$ cat src/rtl/wb_select_stage.sv
// Writeback stage: selects a result source, extracts/extends memory loads and
// registers the result behind a valid/ready handshake feeding the register file.
module wb_select_stage #(
   parameter int DATA_W  = 32,
   parameter int NUM_SRC = 4,
   parameter int SEL_W   = 3,
   parameter int MEM_IDX = 1,
   parameter int ADDR_W  = 5
) (
   input  logic                      clk,
   input  logic                      rst_n,
   input  logic                      in_valid,
   output logic                      in_ready,
   input  logic [NUM_SRC*DATA_W-1:0] in_src,
   input  logic [SEL_W-1:0]          in_sel,
   input  logic [1:0]                in_mem_size,
   input  logic                      in_mem_sign,
   input  logic [1:0]                in_byte_off,
   input  logic [ADDR_W-1:0]         in_rd,
   input  logic                      in_reg_write,
   input  logic                      wb_stall,
   output logic                      wr_en,
   output logic [ADDR_W-1:0]         wr_addr,
   output logic [DATA_W-1:0]         wr_data,
   output logic                      fwd_valid,
   output logic [ADDR_W-1:0]         fwd_addr,
   output logic [DATA_W-1:0]         fwd_data,
   output logic                      sel_err
);

   localparam logic [SEL_W:0]   NumSrcC = (SEL_W+1)'(NUM_SRC);
   localparam logic [SEL_W-1:0] MemIdxC = SEL_W'(MEM_IDX);

   logic [DATA_W-1:0] srcWord;
   logic [7:0]        byteVal;
   logic [15:0]       halfVal;
   logic [DATA_W-1:0] loadData;
   logic              misalign;
   logic              selLegal;
   logic              isMem;
   logic [DATA_W-1:0] capData;
   logic              capErr;
   logic              capWrite;
   logic              capture;

   logic              outValid_q,  outValid_d;
   logic [ADDR_W-1:0] wrAddr_q,    wrAddr_d;
   logic [DATA_W-1:0] wrData_q,    wrData_d;
   logic              regWrite_q,  regWrite_d;
   logic              selErr_q,    selErr_d;

   always_comb begin
      srcWord = '0;
      for (int k = 0; k < NUM_SRC; k++) begin
         if (in_sel == SEL_W'(k)) srcWord = in_src[k*DATA_W +: DATA_W];
      end

      unique case (in_byte_off)
         2'b00:   byteVal = srcWord[7:0];
         2'b01:   byteVal = srcWord[15:8];
         2'b10:   byteVal = srcWord[23:16];
         default: byteVal = srcWord[31:24];
      endcase
      halfVal = in_byte_off[1] ? srcWord[31:16] : srcWord[15:0];

      // Reserved size 11 loads the whole word and is never flagged misaligned.
      misalign = 1'b0;
      unique case (in_mem_size)
         2'b00: loadData = {{(DATA_W-8){in_mem_sign & byteVal[7]}}, byteVal};
         2'b01: begin
            loadData = {{(DATA_W-16){in_mem_sign & halfVal[15]}}, halfVal};
            misalign = in_byte_off[0];
         end
         2'b10: begin
            loadData = srcWord;
            misalign = (in_byte_off != 2'b00);
         end
         default: loadData = srcWord;
      endcase

      selLegal = ({1'b0, in_sel} < NumSrcC);
      isMem    = (in_sel == MemIdxC);
      capErr   = !selLegal | (isMem & misalign);
      capData  = !selLegal ? '0 : (isMem ? loadData : srcWord);
      capWrite = in_reg_write & !capErr & (in_rd != '0);
   end

   assign in_ready = !outValid_q | !wb_stall;
   assign capture  = in_valid & in_ready;

   always_comb begin
      outValid_d = outValid_q;
      wrAddr_d   = wrAddr_q;
      wrData_d   = wrData_q;
      regWrite_d = regWrite_q;
      selErr_d   = selErr_q | (capture & capErr);
      if (capture) begin
         outValid_d = 1'b1;
         wrAddr_d   = in_rd;
         wrData_d   = capData;
         regWrite_d = capWrite;
      end else if (!wb_stall) begin
         outValid_d = 1'b0;
      end
   end

   always_ff @(posedge clk or negedge rst_n) begin
      if (!rst_n) begin
         outValid_q <= 1'b0;
         wrAddr_q   <= '0;
         wrData_q   <= '0;
         regWrite_q <= 1'b0;
         selErr_q   <= 1'b0;
      end else begin
         outValid_q <= outValid_d;
         wrAddr_q   <= wrAddr_d;
         wrData_q   <= wrData_d;
         regWrite_q <= regWrite_d;
         selErr_q   <= selErr_d;
      end
   end

   assign wr_en     = outValid_q & regWrite_q & !wb_stall;
   assign wr_addr   = wrAddr_q;
   assign wr_data   = wrData_q;
   assign fwd_valid = outValid_q & regWrite_q;
   assign fwd_addr  = wrAddr_q;
   assign fwd_data  = wrData_q;
   assign sel_err   = selErr_q;

endmodule

$ cat config.mk
export PLATFORM = sky130hd
export DESIGN_NAME = wb_select_stage
export DESIGN_NICKNAME = d
export VERILOG_FILES = /design/src/rtl/wb_select_stage.sv
export SDC_FILE = /design/constraint.sdc
export NUM_CORES = 1
export LEC_CHECK = 0
export ABC_AREA = 1
export CAP_MARGIN = 0
export CORE_ASPECT_RATIO = 1.4
export CORE_MARGIN = 5
export CORE_UTILIZATION = 30
export CTS_CLUSTER_SIZE = 40
export DETAILED_ROUTE_END_ITERATION = 10
export GPL_ROUTABILITY_DRIVEN = 0
export PLACE_DENSITY = 0.66
export RECOVER_POWER = 50
export SETUP_SLACK_MARGIN = 0.3
export SLEW_MARGIN = 20
export SYNTH_ARGS = -nofsm -noshare
export SYNTH_HDL_FRONTEND = slang
export SYNTH_SLANG_ARGS = --single-unit
$ cat constraint.sdc
create_clock -name clk -period 1.7 [get_ports clk]
set_input_delay 0.34 -clock clk [delete_from_list [all_inputs] [get_ports clk]]
set_output_delay 0.34 -clock clk [all_outputs]
set_load 0.005 [all_outputs]
# == After elaboration in Yosys (flattened, before gate mapping) ==
# Index checks and enable logic that the tools add are counted.
# totals
register_bits,40
input_bits,146
output_inout_bits,78
elab_cells,47
# classes
order_cmp,1
eq_ne,8
n_mux,12
bitwise,12
reduce_logical,9
# op_table
op,n
32-bit 2-to-1 mux,6
32-bit case mux with 2 select lines,1
8-bit case mux with 3 select lines,1
16-bit 2-to-1 mux,1
1-bit bitwise AND,9
"3-bit by 2-bit equality test with 1-bit output, second input constant",2
5-bit nonzero test,1
"2-bit by 1-bit equality test with 1-bit output, second input constant",2
"2-bit equality test, second input constant",2
1-bit logical NOT,4
2-bit logical NOT,2
"3-bit by 1-bit equality test with 1-bit output, second input constant",1
3-bit logical NOT,1
"3-bit less-than comparator, second input constant",1
1-bit bitwise OR,3
1-bit 2-to-1 mux,2
"2-bit by 1-bit inequality test with 1-bit output, second input constant",1
1-bit case mux with 2 select lines,1
2-bit nonzero test,1

# == Depth between registers and ports, before layout ==
# logic_depth
depth_word,10
mapped_depth,14

# == Worst setup path before layout ==
# No wires, ideal clock.
# synth_path
path_type,input -> register
startpoint,input in_mem_size[0]
endpoint,register wrData_q[19] (netlist: fwd_data[19])
arrival_ns,1.442
required_time_ns,1.583
setup_slack_ns,0.141
stages,9
path_buffers,1
cell_sequence,inv_1 ha_1 nor2_1 nor2_4 inv_2 clkbuf_1 nand3_1 nand3_2 nand2_1
# synth_via
elab_chain_cells,4
word_cells_on_any_way,5
# synth_rtl
element,line,text
from (decl),16,"input logic [1:0] in_mem_size,"
2-bit by 1-bit equality test with 1-bit output / 2-bit logical NOT (equally long branches),68,unique case (in_mem_size)
32-bit case mux with 2 select lines (*),68,
32-bit 2-to-1 mux (*) (2 in series),84,capData = !selLegal ? '0 : (isMem ? loadData : srcWord);
to (signal assigned),117,wrData_q <= wrData_d;
to (decl),48,"logic [DATA_W-1:0] wrData_q, wrData_d;"
# Every way passes the cells marked *; elsewhere a longest branch is shown, timed or not.
# A chain may end at the register's enable or synchronous reset.

# == Worst setup path in the final report ==
# layout_path
startpoint,input in_sel[1]
endpoint,register wrData_q[31] (netlist: fwd_data[31])
# layout_via
elab_chain_cells,10
word_cells_on_any_way,16
# layout_rtl
element,line,text
from (decl),15,"input logic [SEL_W-1:0] in_sel,"
3-bit logical NOT,55,if (in_sel == SEL_W'(k)) srcWord = in_src[k*DATA_W +: DATA_W];
32-bit 2-to-1 mux (4 in series),55,
8-bit case mux with 3 select lines / 16-bit 2-to-1 mux (equally long branches),"58, 64",
"1-bit bitwise AND, on equally long branches","69, 71",
32-bit case mux with 2 select lines,68,
32-bit 2-to-1 mux,84,
32-bit 2-to-1 mux (*),84,
# Marked as above.

==> impl_metrics.py <==
metrics = {
    "clock_network": {
        "clock-sinks": 40,
        "root_buffer": "clkbuf_16",
        "numCtsBuffers": 5,
        "clk_latency_ns": 0.28,
        "clk_pin_slew_worst_paths_ns": 0.06,
        "cts_tree": "done",
        "max-clock-path-buffers": 2,
        "h-tree-depth": 2,
    },
    "pwr": {
        "ir_drop_mv": 0.348,
        "power.density_mw_per_mm2": 512,
        "leakagePower_nw": 3.84,
    },
    "sta": {
        "period_needed_ns": 1.80,
        "fmaxAchievable_mhz": 555,
        "grt_setup_unrepaired": "true",
        "finalSetupViolCount": 25,
        "slew_viol_final": 0,
        "worst_slack_ns": -0.103,
        "hold_viol_final": 0,
        "worst_slew_pin_slew_ns": 0.986,
        "fin_crit_sh": 1.06,
        "relSlewSlack": 0.343,
        "clock_skew_ns": 0.00260,
    },
    "placement": {
        "dpl.cell_count": 1041,
        "place.detailed.hpwl_mm": 13.3,
        "port_buffers": 223,
    },
    "yosys": {
        "synthCells": 633,
        "synth_area_leaders": "dfrtp_1 26%, nand2_1 22%, o21ai_0 9.2%",
        "yosysMostFrequentCell": "nand2_1",
        "yosysSeqAreaShare": 0.258,
        "syn_nets": 782,
        "netlist.area_leader.share": 0.258,
        "synth-edff-count": 0,
        "yosys_warnings": 0,
        "synth.avg_cell_area_sq_um": 6.12,
        "syn_area_sq_mm": 0.00387,
        "async_flop_share": 1.00,
        "synth_seq_cells": 40,
        "ys_dominant_reg_cell": "dfrtp_1",
        "synth_common_cells": "225 x nand2_1, 71 x o21ai_0, 52 x nand3_1",
        "synth.largest_area_cell": "dfrtp_1",
        "ys_types": 34,
    },
    "final_layout": {
        "multi_input_area_sq_mm": 0.00258,
        "area_growth_pct": 97.4,
        "final_net_count": 1109,
        "nFillCells": 1251,
        "regArea_sq_mm": 0.00100,
        "drive_gt1_frac": 0.313,
        "antenna_cells": 0,
        "finish.utilization": 0.600,
        "layoutNonFillerInstCount": 1113,
    },
    "critical_path": {
        "endpoint_kind": "flip-flop",
        "rr_startpoint": "outValid_q",
        "r2r-end": "fwd_addr[0]",
        "worst-path-max-fanout": 16,
        "critical_path_class": "in -> reg",
        "startpoint_type": "input pin",
        "crit_required_ns": 1.92,
        "crit_arrival_ns": 2.02,
        "r2r_slack_ns": 0.16,
        "r2r_cells": 6,
    },
    "die": {
        "row_count": 49,
        "die_h_um": 144,
        "start_util": 0.304,
        "die_w_um": 106,
        "ioPinCount": 224,
        "core-area_sq_mm": 0.0128,
        "die_area_sq_mm": 0.0153,
    },
    "run_status": {
        "violations": "setup timing",
        "status": "finished with violations",
    },
    "global_routing": {
        "grt_pass1_vias": 5052,
        "grt_pass1_wl_mm": 25.3,
        "grt_antenna_before_repair": 0,
        "grt_remaining_overflow": 0,
        "grt_max_degree": 41,
        "grt_usage": 0.208,
    },
    "route": {
        "drt-pass1-iter-count": 5,
        "vias_per_cell": 4.70,
        "drt_iter0_markers": 215,
        "vias": 5232,
        "routed_wl_mm": 16.8,
        "post-route-drc-count": 0,
        "ant_nets": 0,
        "routedWlPerCell_um": 15.1,
    },
    "job": {
        "drv_cap": 0,
    },
    "hold_path": {
        "min_path_type": "in -> async",
    },
}
repair_timing:
| item | CTS | global route |
|---|---|---|
| hold buffers | 0 | 0 |
| cloned | 2 | 0 |
| gates resized for setup | 184 | 84 |
| setup buffers | 52 | 11 |
| pin swaps | 22 | 32 |
| endpoints found under the setup margin | 117 | 50 |
report_power, final:
| group | internal (mW) | total [mW] | switching (mW) | leakage [nW] |
|---|---|---|---|---|
| Clock | 0.615 | 0.962 | 0.347 | 0.0760 |
| Sequential | 1.06 | 1.13 | 0.0720 | 0.522 |
| Combinational | 1.05 | 1.82 | 0.772 | 3.24 |
metrics by stage:
step | worst slack [ns] | area [sq um] | hold slack [ns] | TNS (ns) | total power [mW]
floorplan | 0.173 | 3950 | 0.0444 | 0 | 1.80
global placement | -0.856 | 6690 | 0.431 | -23.13 | 2.77
detailed placement | -0.882 | 6690 | 0.431 | -23.53 | 2.79
global route | -0.189 | 7650 | 0.407 | -4.10 | 4.13
finish | -0.103 | 7650 | 0.296 | -1.87 | 3.92
CTS | -0.000901 | 7390 | 0.130 | -0.00167 | 3.86
routing by layer:
metal  up-vias  GRT usage  wire (um)
met3        28     0.0460       1230
met4         0     0.0662        404
li1       2645          -          -
met2       211      0.404       9050
met1      2348      0.221       6100
met5         -          0          0
layout by cell type, fill, tap and decap left out, types with 7 or more instances in the layout:
| cell | instances |
|---|---|
| buf_4 | 127 |
| o21ai_1 | 23 |
| a21oi_1 | 14 |
| o21ai_0 | 48 |
| nand3_2 | 18 |
| clkbuf_2 | 7 |
| nand2_1 | 191 |
| o211ai_1 | 8 |
| nor2_1 | 41 |
| inv_1 | 30 |
| buf_6 | 28 |
| clkdlybuf4s50_1 | 136 |
| clkdlybuf4s15_1 | 22 |
| nand3_1 | 40 |
| nand2_2 | 36 |
| dlygate4sd2_1 | 55 |
| o21ai_2 | 13 |
| or2_2 | 10 |
| dfrtp_1 | 40 |
flip-flops by register name, summed over array words and instances, names as in the netlist:
name / count
fwd_addr: 5
fwd_data: 32
outValid_q: 1
regWrite_q: 1
sel_err: 1
worst max-delay path, stage by stage:
cell and delay, ns:
buf_6 0.09, buf_8 0.13, buf_6 0.11, nor2_4 0.18
buf_6 0.13, buf_6 0.09, nand3_2 0.05, nand2_1 0.08
nand2_2 0.07, nand3_1 0.11, nand2_2 0.07, nand2_2 0.10
nand3_4 0.12, nand2_8 0.17, nand3_2 0.10, nand2_1 0.07
cell type report:
type / instances / share of cell area
multi-input cells: 484 / 0.338
inverters: 41 / 0.0231
repair inverters: 2 / 0.00196
well taps: 153 / 0.0250
clock buffers: 7 / 0.0200
repair buffers: 386 / 0.462
flip-flops and latches: 40 / 0.131
logic make-up (layout without fill, tap and decap cells):
kind of cell / Yosys count / in the layout / synth area share
buf+inv: 109 / 436 / 0.160
flops: 40 / 40 / 0.258
simple gates: 364 / 364 / 0.410
compound gates: 117 / 117 / 0.162
fa+ha+maj: 3 / 3 / 0.00969
worst max-delay path by stage:
stage               from      endpoint  slack (ns)  cells past startpoint
2_1_floorplan  in_sel[1]  fwd_data[23]        0.17                     11
3_3_place_gp   in_sel[2]   fwd_data[4]       -0.86                     15
3_5_place_dp   in_sel[2]   fwd_data[4]       -0.88                     15
4_1_cts        in_sel[1]  fwd_data[15]     -0.0009                     13
5_1_grt        in_sel[1]  fwd_data[27]       -0.19                     16
6_report       in_sel[1]  fwd_data[31]       -0.10                     16
Power figures use the tool's default switching activity.
